[config.mk]
export PLATFORM = sky130hd
export DESIGN_NAME = reg_access_ctrl_flat
export DESIGN_NICKNAME = d
export VERILOG_FILES = /design/src/rtl/reg_access_pkg.sv /design/src/rtl/reg_access_ctrl_if.sv /design/src/rtl/reg_access_beat_ctr.sv /design/src/rtl/reg_access_ctrl.sv /design/src/flat_wrapper.sv
export SDC_FILE = /design/constraint.sdc
export NUM_CORES = 1
export LEC_CHECK = 0
export CAP_MARGIN = 10
export CORE_ASPECT_RATIO = 0.7
export CORE_MARGIN = 1
export CORE_UTILIZATION = 34
export CTS_BUF_LIST = sky130_fd_sc_hd__clkbuf_4 sky130_fd_sc_hd__clkbuf_8
export DETAILED_ROUTE_END_ITERATION = 10
export GPL_TIMING_DRIVEN = 0
export PLACE_DENSITY = 0.76
export SETUP_SLACK_MARGIN = 0.5
export SYNTH_ARGS = -nofsm -noshare
export SYNTH_HDL_FRONTEND = slang
export SYNTH_SLANG_ARGS = --single-unit
[constraint.sdc]
create_clock -name clk -period 1.66 [get_ports clk]
set_input_delay 0.332 -clock clk [delete_from_list [all_inputs] [get_ports clk]]
set_output_delay 0.332 -clock clk [all_outputs]
set_load 0.1 [all_outputs]
[src/rtl/reg_access_pkg.sv]
// Shared types for the register-file access controller: FSM states, width defaults, response record.
// REG_ACCESS_VERIFY_EN adds the write read-back state WR_VFY.
package reg_access_pkg;

  localparam int DATA_W_DEF = 32;
  localparam int ADDR_W_DEF = 5;

  typedef enum logic [2:0] {
    ST_IDLE,
    ST_RD,
    ST_RD_HOLD,
    ST_WR,
`ifdef REG_ACCESS_VERIFY_EN
    ST_WR_VFY,
`endif
    ST_WR_RESP
  } state_t;

  typedef struct packed {
    logic [DATA_W_DEF-1:0] data;
    logic                  last;
    logic                  err;
  } rsp_t;

endpackage

[src/rtl/reg_access_ctrl_if.sv]
// Host command/write-data/response channels plus the register-file port of reg_access_ctrl.
interface reg_access_ctrl_if
  import reg_access_pkg::*;
#(
  parameter int DATA_W = DATA_W_DEF,
  parameter int ADDR_W = ADDR_W_DEF
);
  logic              req_valid;
  logic              req_ready;
  logic              req_write;
  logic [ADDR_W-1:0] req_addr;
  logic [ADDR_W-1:0] req_len;
  logic              wdata_valid;
  logic              wdata_ready;
  logic [DATA_W-1:0] wdata;
  logic              rsp_valid;
  logic              rsp_ready;
  logic [DATA_W-1:0] rsp_data;
  logic              rsp_last;
  logic              rsp_err;
  logic              rf_we;
  logic [ADDR_W-1:0] rf_waddr;
  logic [DATA_W-1:0] rf_wdata;
  logic [ADDR_W-1:0] rf_raddr;
  logic [DATA_W-1:0] rf_rdata;

  // Controller side.
  modport slave (
    input  req_valid, req_write, req_addr, req_len, wdata_valid, wdata, rsp_ready, rf_rdata,
    output req_ready, wdata_ready, rsp_valid, rsp_data, rsp_last, rsp_err,
           rf_we, rf_waddr, rf_wdata, rf_raddr
  );

  // Host plus register file side.
  modport master (
    output req_valid, req_write, req_addr, req_len, wdata_valid, wdata, rsp_ready, rf_rdata,
    input  req_ready, wdata_ready, rsp_valid, rsp_data, rsp_last, rsp_err,
           rf_we, rf_waddr, rf_wdata, rf_raddr
  );
endinterface

[src/rtl/reg_access_beat_ctr.sv]
// Burst address/beat counter: loads start index and length, then steps the index with wrap.
module reg_access_beat_ctr
  import reg_access_pkg::*;
#(
  parameter int ADDR_W = ADDR_W_DEF
) (
  input  logic              clk,
  input  logic              rst,
  input  logic              load,
  input  logic [ADDR_W-1:0] load_addr,
  input  logic [ADDR_W-1:0] load_len,
  input  logic              advance,
  output logic [ADDR_W-1:0] addr,
  output logic [ADDR_W-1:0] beats_left,
  output logic              is_last
);

  // NOTE: state registers use non-blocking assignment so every flop samples pre-edge values.
  always_ff @(posedge clk) begin
    if (rst) begin
      addr       <= '0;
      beats_left <= '0;
    end else if (load) begin
      addr       <= load_addr;
      beats_left <= load_len;
    end else if (advance) begin
      // Index wraps modulo 2**ADDR_W through natural overflow.
      addr       <= addr + 1'b1;
      beats_left <= beats_left - 1'b1;
    end
  end

  assign is_last = (beats_left == '0);

endmodule

[src/rtl/reg_access_ctrl.sv]
// Host-side initiator sequencing single/burst reads and writes onto the register file ports.
// Define REG_ACCESS_VERIFY_EN to read back and compare each nonzero-index write beat.
module reg_access_ctrl
  import reg_access_pkg::*;
#(
  parameter int DATA_W = DATA_W_DEF,
  parameter int ADDR_W = ADDR_W_DEF
) (
  input  logic               clk,
  input  logic               rst,
  reg_access_ctrl_if.slave   bus
);

  state_t            state_q, state_d;
  logic [ADDR_W-1:0] cur_addr;
  logic [ADDR_W-1:0] beats_left;
  logic              is_last;
  logic              ctr_load;
  logic              ctr_advance;
  logic              addr_zero;
  logic [DATA_W-1:0] rd_data_q;
  logic              err_q;
  rsp_t              rsp;
`ifdef REG_ACCESS_VERIFY_EN
  logic [DATA_W-1:0] vfy_data_q;
`endif

  assign addr_zero = (cur_addr == '0);

  reg_access_beat_ctr #(.ADDR_W(ADDR_W)) u_beat_ctr (
    .clk        (clk),
    .rst        (rst),
    .load       (ctr_load),
    .load_addr  (bus.req_addr),
    .load_len   (bus.req_len),
    .advance    (ctr_advance),
    .addr       (cur_addr),
    .beats_left (beats_left),
    .is_last    (is_last)
  );

  always_ff @(posedge clk) begin
    if (rst) state_q <= ST_IDLE;
    else     state_q <= state_d;
  end

  // err_q is per-beat on reads and sticky across a write burst.
  always_ff @(posedge clk) begin
    if (rst) begin
      rd_data_q <= '0;
      err_q     <= 1'b0;
    end else begin
      case (state_q)
        ST_IDLE:    if (bus.req_valid) err_q <= 1'b0;
        ST_RD: begin
          rd_data_q <= addr_zero ? '0 : bus.rf_rdata;
          err_q     <= addr_zero;
        end
        ST_WR:      if (bus.wdata_valid && addr_zero) err_q <= 1'b1;
`ifdef REG_ACCESS_VERIFY_EN
        ST_WR_VFY:  if (bus.rf_rdata != vfy_data_q) err_q <= 1'b1;
`endif
        default: ;
      endcase
    end
  end

`ifdef REG_ACCESS_VERIFY_EN
  always_ff @(posedge clk) begin
    if (rst)                                         vfy_data_q <= '0;
    else if (state_q == ST_WR && bus.wdata_valid)    vfy_data_q <= bus.wdata;
  end
`endif

  always_comb begin
    // NOTE: every signal driven here gets a default first so no path infers a latch.
    state_d         = state_q;
    ctr_load        = 1'b0;
    ctr_advance     = 1'b0;
    rsp             = '0;
    bus.req_ready   = 1'b0;
    bus.wdata_ready = 1'b0;
    bus.rsp_valid   = 1'b0;
    bus.rf_we       = 1'b0;
    bus.rf_waddr    = cur_addr;
    bus.rf_wdata    = bus.wdata;
    bus.rf_raddr    = cur_addr;

    case (state_q)
      ST_IDLE: begin
        bus.req_ready = 1'b1;
        if (bus.req_valid) begin
          ctr_load = 1'b1;
          state_d  = bus.req_write ? ST_WR : ST_RD;
        end
      end
      ST_RD: state_d = ST_RD_HOLD;
      ST_RD_HOLD: begin
        bus.rsp_valid = 1'b1;
        rsp.data      = DATA_W_DEF'(rd_data_q);
        rsp.last      = (beats_left == '0);
        rsp.err       = err_q;
        if (bus.rsp_ready) begin
          if (is_last) state_d = ST_IDLE;
          else begin
            ctr_advance = 1'b1;
            state_d     = ST_RD;
          end
        end
      end
      ST_WR: begin
        bus.wdata_ready = 1'b1;
        if (bus.wdata_valid) begin
          bus.rf_we = 1'b1;
`ifdef REG_ACCESS_VERIFY_EN
          // The index holds still through WR_VFY so rf_raddr points at the beat just written.
          if (!addr_zero)   state_d = ST_WR_VFY;
          else if (is_last) state_d = ST_WR_RESP;
          else              ctr_advance = 1'b1;
`else
          if (is_last) state_d = ST_WR_RESP;
          else         ctr_advance = 1'b1;
`endif
        end
      end
`ifdef REG_ACCESS_VERIFY_EN
      ST_WR_VFY: begin
        if (is_last) state_d = ST_WR_RESP;
        else begin
          ctr_advance = 1'b1;
          state_d     = ST_WR;
        end
      end
`endif
      ST_WR_RESP: begin
        bus.rsp_valid = 1'b1;
        rsp.last      = 1'b1;
        rsp.err       = err_q;
        if (bus.rsp_ready) state_d = ST_IDLE;
      end
      default: state_d = ST_IDLE;
    endcase

    bus.rsp_data = DATA_W'(rsp.data);
    bus.rsp_last = rsp.last;
    bus.rsp_err  = rsp.err;

    // Outputs are forced quiet in the reset cycle itself, not just after it.
    if (rst) begin
      bus.req_ready   = 1'b0;
      bus.wdata_ready = 1'b0;
      bus.rsp_valid   = 1'b0;
      bus.rsp_data    = '0;
      bus.rsp_last    = 1'b0;
      bus.rsp_err     = 1'b0;
      bus.rf_we       = 1'b0;
      bus.rf_waddr    = '0;
      bus.rf_wdata    = '0;
      bus.rf_raddr    = '0;
    end
  end

endmodule

[src/flat_wrapper.sv]
// flat-port wrapper written by rule: the top's interface ports become plain ports
module reg_access_ctrl_flat import reg_access_pkg::*;
#(
  parameter int DATA_W = DATA_W_DEF,
  parameter int ADDR_W = ADDR_W_DEF
)
  (clk, rst, bus_req_valid, bus_req_write, bus_req_addr, bus_req_len, bus_wdata_valid, bus_wdata, bus_rsp_ready, bus_rf_rdata, bus_req_ready, bus_wdata_ready, bus_rsp_valid, bus_rsp_data, bus_rsp_last, bus_rsp_err, bus_rf_we, bus_rf_waddr, bus_rf_wdata, bus_rf_raddr);
  reg_access_ctrl_if #(.DATA_W(DATA_W), .ADDR_W(ADDR_W)) bus_i ();
  input  logic clk;
  input  logic rst;
  input wire logic [$bits(bus_i.req_valid)-1:0] bus_req_valid;
  input wire logic [$bits(bus_i.req_write)-1:0] bus_req_write;
  input wire logic [$bits(bus_i.req_addr)-1:0] bus_req_addr;
  input wire logic [$bits(bus_i.req_len)-1:0] bus_req_len;
  input wire logic [$bits(bus_i.wdata_valid)-1:0] bus_wdata_valid;
  input wire logic [$bits(bus_i.wdata)-1:0] bus_wdata;
  input wire logic [$bits(bus_i.rsp_ready)-1:0] bus_rsp_ready;
  input wire logic [$bits(bus_i.rf_rdata)-1:0] bus_rf_rdata;
  output wire logic [$bits(bus_i.req_ready)-1:0] bus_req_ready;
  output wire logic [$bits(bus_i.wdata_ready)-1:0] bus_wdata_ready;
  output wire logic [$bits(bus_i.rsp_valid)-1:0] bus_rsp_valid;
  output wire logic [$bits(bus_i.rsp_data)-1:0] bus_rsp_data;
  output wire logic [$bits(bus_i.rsp_last)-1:0] bus_rsp_last;
  output wire logic [$bits(bus_i.rsp_err)-1:0] bus_rsp_err;
  output wire logic [$bits(bus_i.rf_we)-1:0] bus_rf_we;
  output wire logic [$bits(bus_i.rf_waddr)-1:0] bus_rf_waddr;
  output wire logic [$bits(bus_i.rf_wdata)-1:0] bus_rf_wdata;
  output wire logic [$bits(bus_i.rf_raddr)-1:0] bus_rf_raddr;
  assign bus_i.req_valid = bus_req_valid;
  assign bus_i.req_write = bus_req_write;
  assign bus_i.req_addr = bus_req_addr;
  assign bus_i.req_len = bus_req_len;
  assign bus_i.wdata_valid = bus_wdata_valid;
  assign bus_i.wdata = bus_wdata;
  assign bus_i.rsp_ready = bus_rsp_ready;
  assign bus_i.rf_rdata = bus_rf_rdata;
  assign bus_req_ready = bus_i.req_ready;
  assign bus_wdata_ready = bus_i.wdata_ready;
  assign bus_rsp_valid = bus_i.rsp_valid;
  assign bus_rsp_data = bus_i.rsp_data;
  assign bus_rsp_last = bus_i.rsp_last;
  assign bus_rsp_err = bus_i.rsp_err;
  assign bus_rf_we = bus_i.rf_we;
  assign bus_rf_waddr = bus_i.rf_waddr;
  assign bus_rf_wdata = bus_i.rf_wdata;
  assign bus_rf_raddr = bus_i.rf_raddr;
  reg_access_ctrl #(.DATA_W(DATA_W), .ADDR_W(ADDR_W)) u_core (.clk(clk), .rst(rst), .bus(bus_i));
endmodule
==> results of run 1 <==
logic make-up after synthesis:
kind of cell	after synthesis	synth area share
xor+xnor	3	0.0103
mux	2	0.00787
flops	46	0.362
simple gates	153	0.344
fa+ha+maj	3	0.0148
buf+inv	38	0.0855
compound gates	55	0.176
Yosys cell counts, drive strengths merged:
cell type  instances  share of area
a2111oi            2         0.0093
a211oi             7          0.021
a21oi              3         0.0059
a221oi             1         0.0059
a22oi             32           0.10
a311oi             1         0.0034
a32o               1         0.0039
a32oi              2         0.0069
a41oi              1         0.0034
and2              36          0.088
and3               8          0.020
buf               16          0.053
clkbuf            15          0.022
dfxtp             46           0.36
ha                 3          0.015
inv                7          0.010
mux2i              2         0.0079
nand2              2         0.0030
nand2b             3          0.010
nand3              4         0.0079
nor2              47          0.072
nor2b             38          0.093
nor3               6          0.016
nor4               4         0.0098
nor4b              3          0.016
o21ai              4         0.0079
o41ai              1         0.0064
or3b               1         0.0034
or4                1         0.0030
xnor2              3          0.010
per-stage QoR:
stage | util | hold WS (ps) | instance area (µm²) | setup TNS (ps)
3_3_place_gp | 0.737 | 478 | 5140 | -109710
3_5_place_dp | 0.737 | 481 | 5140 | -111500
2_1_floorplan | - | 445 | 3430 | -4190
==> qor.txt, run 1 <==
Post-Syn Nets: 383
Rows: 25
Ports: 160
register area share after synthesis: 0.362
PostCTS Resize Cnt: 822
YS warnings: 0
dpl hpwl: 6.94 mm
Mean Syn Cell Area: 8.48 µm²
Hold Buf Count CTS: 0
Halt Stage: 4_1_cts
initial core utilization: 0.365
status: did not finish
CTS root buffer: clkbuf_8
Distinct cells, synth: 38
placed cell count: 553
tool error: [ERROR DPL-0038] Utilization greater than 100%, impossible to legalize
die width: 105 µm
gpl congestion: 0.820
buffers inserted by post-CTS timing repair: 55
Synth Register Bits: 46
I/O Buffers: 159
clock sinks: 46
depth of the CTS H-tree: 2
Post-Syn Area: 2540 µm²
CTS Buffer Depth: 2
Setup Slack @ Placement: -1640 ps
Post-Syn Instances: 300
total CTS buffers: 5
die height: 74.4 µm
==> inputs of run 2 (changes only) <==
CORE_ASPECT_RATIO = unset   (was 0.7)
CORE_UTILIZATION = 20   (was 34)
CTS_BUF_LIST = unset   (was sky130_fd_sc_hd__clkbuf_4 sky130_fd_sc_hd__clkbuf_8)
PLACE_DENSITY = unset   (was 0.76)
PLACE_DENSITY_LB_ADDON = 0.15   (was unset)
SETUP_SLACK_MARGIN = unset   (was 0.5)
clock period = 2.2 ns   (was 1.66 ns; I/O delays follow)
==> qor.txt, run 2 <==
WL/cell: 13.3 µm
Critical Path Source Type: register
Tightest Hold Check Type: register to register
Fmax: 0.471 GHz
largest net degree at the start of global routing: 16
Total Wirelength: 8.47 mm
Clock Latency Late Sink: 280 ps
most common cell after layout, fill and taps aside: clkdlybuf4s50_1
CTS tree: yes
hold_ws: 498 ps
DRT iter0 DRCs: 118
ys flop type: dfxtp_1 (unchanged)
RSZ-0062 raised after global routing: true
Distinct cells, synth: 38 (unchanged)
final setup fails: 0
Yosys top cell by area: dfxtp_1 (unchanged)
Post-synth top cells: dfxtp_1, nor2_1, nor2b_1 (unchanged)
power density cells: 905 nW/µm²
highest routing layer actually used: met4
Hold Fails Final Rpt: 0
Total Power: 4.53 mW
Slowest-stage cell, CP: dfxtp_1
initial core utilization: 0.208 (was 0.365)
DR pass1 iterations: 4
critical path, cell by cell: buf_4, nor2_4, and3_4, clkbuf_8, and2_2, buf_12
Post-synth EDFFs: 0 (unchanged)
commonest non-fill, non-tap cells in the layout: clkdlybuf4s50_1, dfxtp_1, buf_4, nor2_1, buf_12
Clock power frac: 0.216
WS Path Type: register to output pin
die height: 115 µm (was 74.4 µm)
final slew viol count: 0
dpl hpwl: 6.53 mm (was 6.94 mm)
fin nets: 551
WP buf/inv: 3
CTS Buffer Depth: 2 (unchanged)
biggest regs: u_core.rd_data_q x32, u_core.u_beat_ctr.addr x5, u_core.u_beat_ctr.beats_left x5
Detail Route met2 WL: 4.11 mm
max FFs per register: 32
delay-heaviest family, CP: buffers and inverters
worst vdd ir: 379 µV
die area: 13200 µm²
Combinational Power Share: 0.530
Reg clk slew, reported paths: 60 ps
all-layer global routing usage: 0.131
max cap viols: 0
sequential share of power: 0.254
total CTS buffers: 5 (unchanged)
depth of the CTS H-tree: 2 (unchanged)
Slew headroom: 0.592
Tcrit/Tclk final: 0.965
Final Skew: 2.91 ps
async set-reset flop share out of synthesis: 0 (unchanged)
most flop-heavy register: u_core.rd_data_q
Sw Share: 0.429
Hold Buf Count CTS: 0 (unchanged)
Crit Path Max Fanout: 10
Routed met3 length: 626 µm
clock sinks: 46 (unchanged)
diode count: 0
Worst EP required: 1760 ps
post-route ant nets: 0
CP peak stage delay: 330 ps
gpl congestion: 0.774 (was 0.820)
layout cells sized above 1: 0.394
gr ovfl total: 0
Synth Register Bits: 46 (unchanged)
Post-Syn Nets: 383 (unchanged)
vias: 2742
DR vias/cell: 4.30
Worst Tran Pin Value: 610 ps
Synth area leaders: dfxtp_1, nor2b_1, and2_1, a22oi_1, nor2_1 (unchanged)
register area share after synthesis: 0.362 (unchanged)
Post-Syn Instances: 300 (unchanged)
Rows: 40 (was 25)
Power Internal: 2.59 mW
Mean Syn Cell Area: 8.48 µm² (unchanged)
first-pass GRT wire length: 13.8 mm
core box area: 12200 µm²
Psw: 1.94 mW
Arr. time, crit path: 1680 ps
Worst setup EP type: output pin
Leak: 2.01 nW
die width: 115 µm (was 105 µm)
area grow syn2layout: 96.5%
YS warnings: 0 (unchanged)
post-synth top area share: 0.362 (unchanged)
drt drc: 0
Ports: 160 (unchanged)
vias in the first global route: 2792
M1 WL: 3.67 mm
crit path time final: 2120 ps
Post-Syn Area: 2540 µm² (unchanged)
status: complete, no violations (was did not finish)
I/O Buffers: 159 (unchanged)
initial antenna violation count: 0
CTS root buffer: clkbuf_16 (was clkbuf_8)
[run 2: logic make-up after synthesis]
group	share of synthesized area
buf+inv	0.0855
compound gates	0.176
mux	0.00787
flops	0.362
xor+xnor	0.0103
fa+ha+maj	0.0148
simple gates	0.344
[run 2: worst register-to-register path: stages (launching register included)]
cell     delay (ps)
dfxtp_1         370
inv_1            60
ha_1            230
nor4b_4         150
buf_4           160
nor3_4          300
buf_6           210
nor2_1           60
o41ai_2         290
[run 2: worst paths after layout]
path	startpoint	to	slack, ps	cells past startpoint
worst max register to register	u_core.u_beat_ctr.beats_left[0]	u_core.u_beat_ctr.beats_left[1]	280	8
worst min register to register	u_core.rd_data_q[11]	u_core.rd_data_q[11]	500	2
worst min-delay path	u_core.rd_data_q[11]	u_core.rd_data_q[11]	500	2
worst max-delay path	u_core.state_q[0]	bus_rsp_data[12]	80	6
[run 2: final cells by class]
class                           count  area (µm²)
Buffer                             31         260
Clock buffer                        5         125
Clock inverter                      3        68.8
Fill cell                        1229        7210
Inverter                            7        26.3
Multi-Input combinational cell    216        1590
Sequential cell                    46         921
Tap cell                          168         210
Timing Repair Buffer              161        1800
[run 2: metal layers]
| layer | up-vias | track usage |
|---|---|---|
| li1 | 1361 | - |
| met1 | 1263 | 0.164 |
| met2 | 116 | 0.225 |
| met3 | 2 | 0.0300 |
| met4 | 0 | 0.0364 |
| met5 | - | 0 |
[run 2: metrics by stage]
step | TNS (ps) | setup WS, ps | util | cell area, µm² | std cells
2_1_floorplan | -11970 | -505 | - | 2720 | 300
3_3_place_gp | -104060 | -1540 | 0.370 | 4520 | 627
3_5_place_dp | -104910 | -1540 | 0.370 | 4520 | 627
4_1_cts | 0 | 4.52 | 0.394 | 4810 | 637
5_1_grt | -113 | -14.7 | 0.409 | 5000 | 637
6_report | 0 | 78.0 | 0.409 | 5000 | 637
[run 2: power groups by stage]
stage               Sequential [mW]  Clock [mW]  Combinational, mW
finish                         1.15       0.975               2.40
global placement               1.16           0               2.30
CTS                            1.15        1.01               2.39
floorplan                      1.14           0               1.77
detailed placement             1.17           0               2.31
global route                   1.18        1.04               2.57
[run 2: timing repair]
item                                    CTS  global route
endpoints found under the setup margin   80            39
setup buffers                             2             0
resized for setup                       559            44
pin swaps                                 0             1
(Power assumes the default switching activity.)
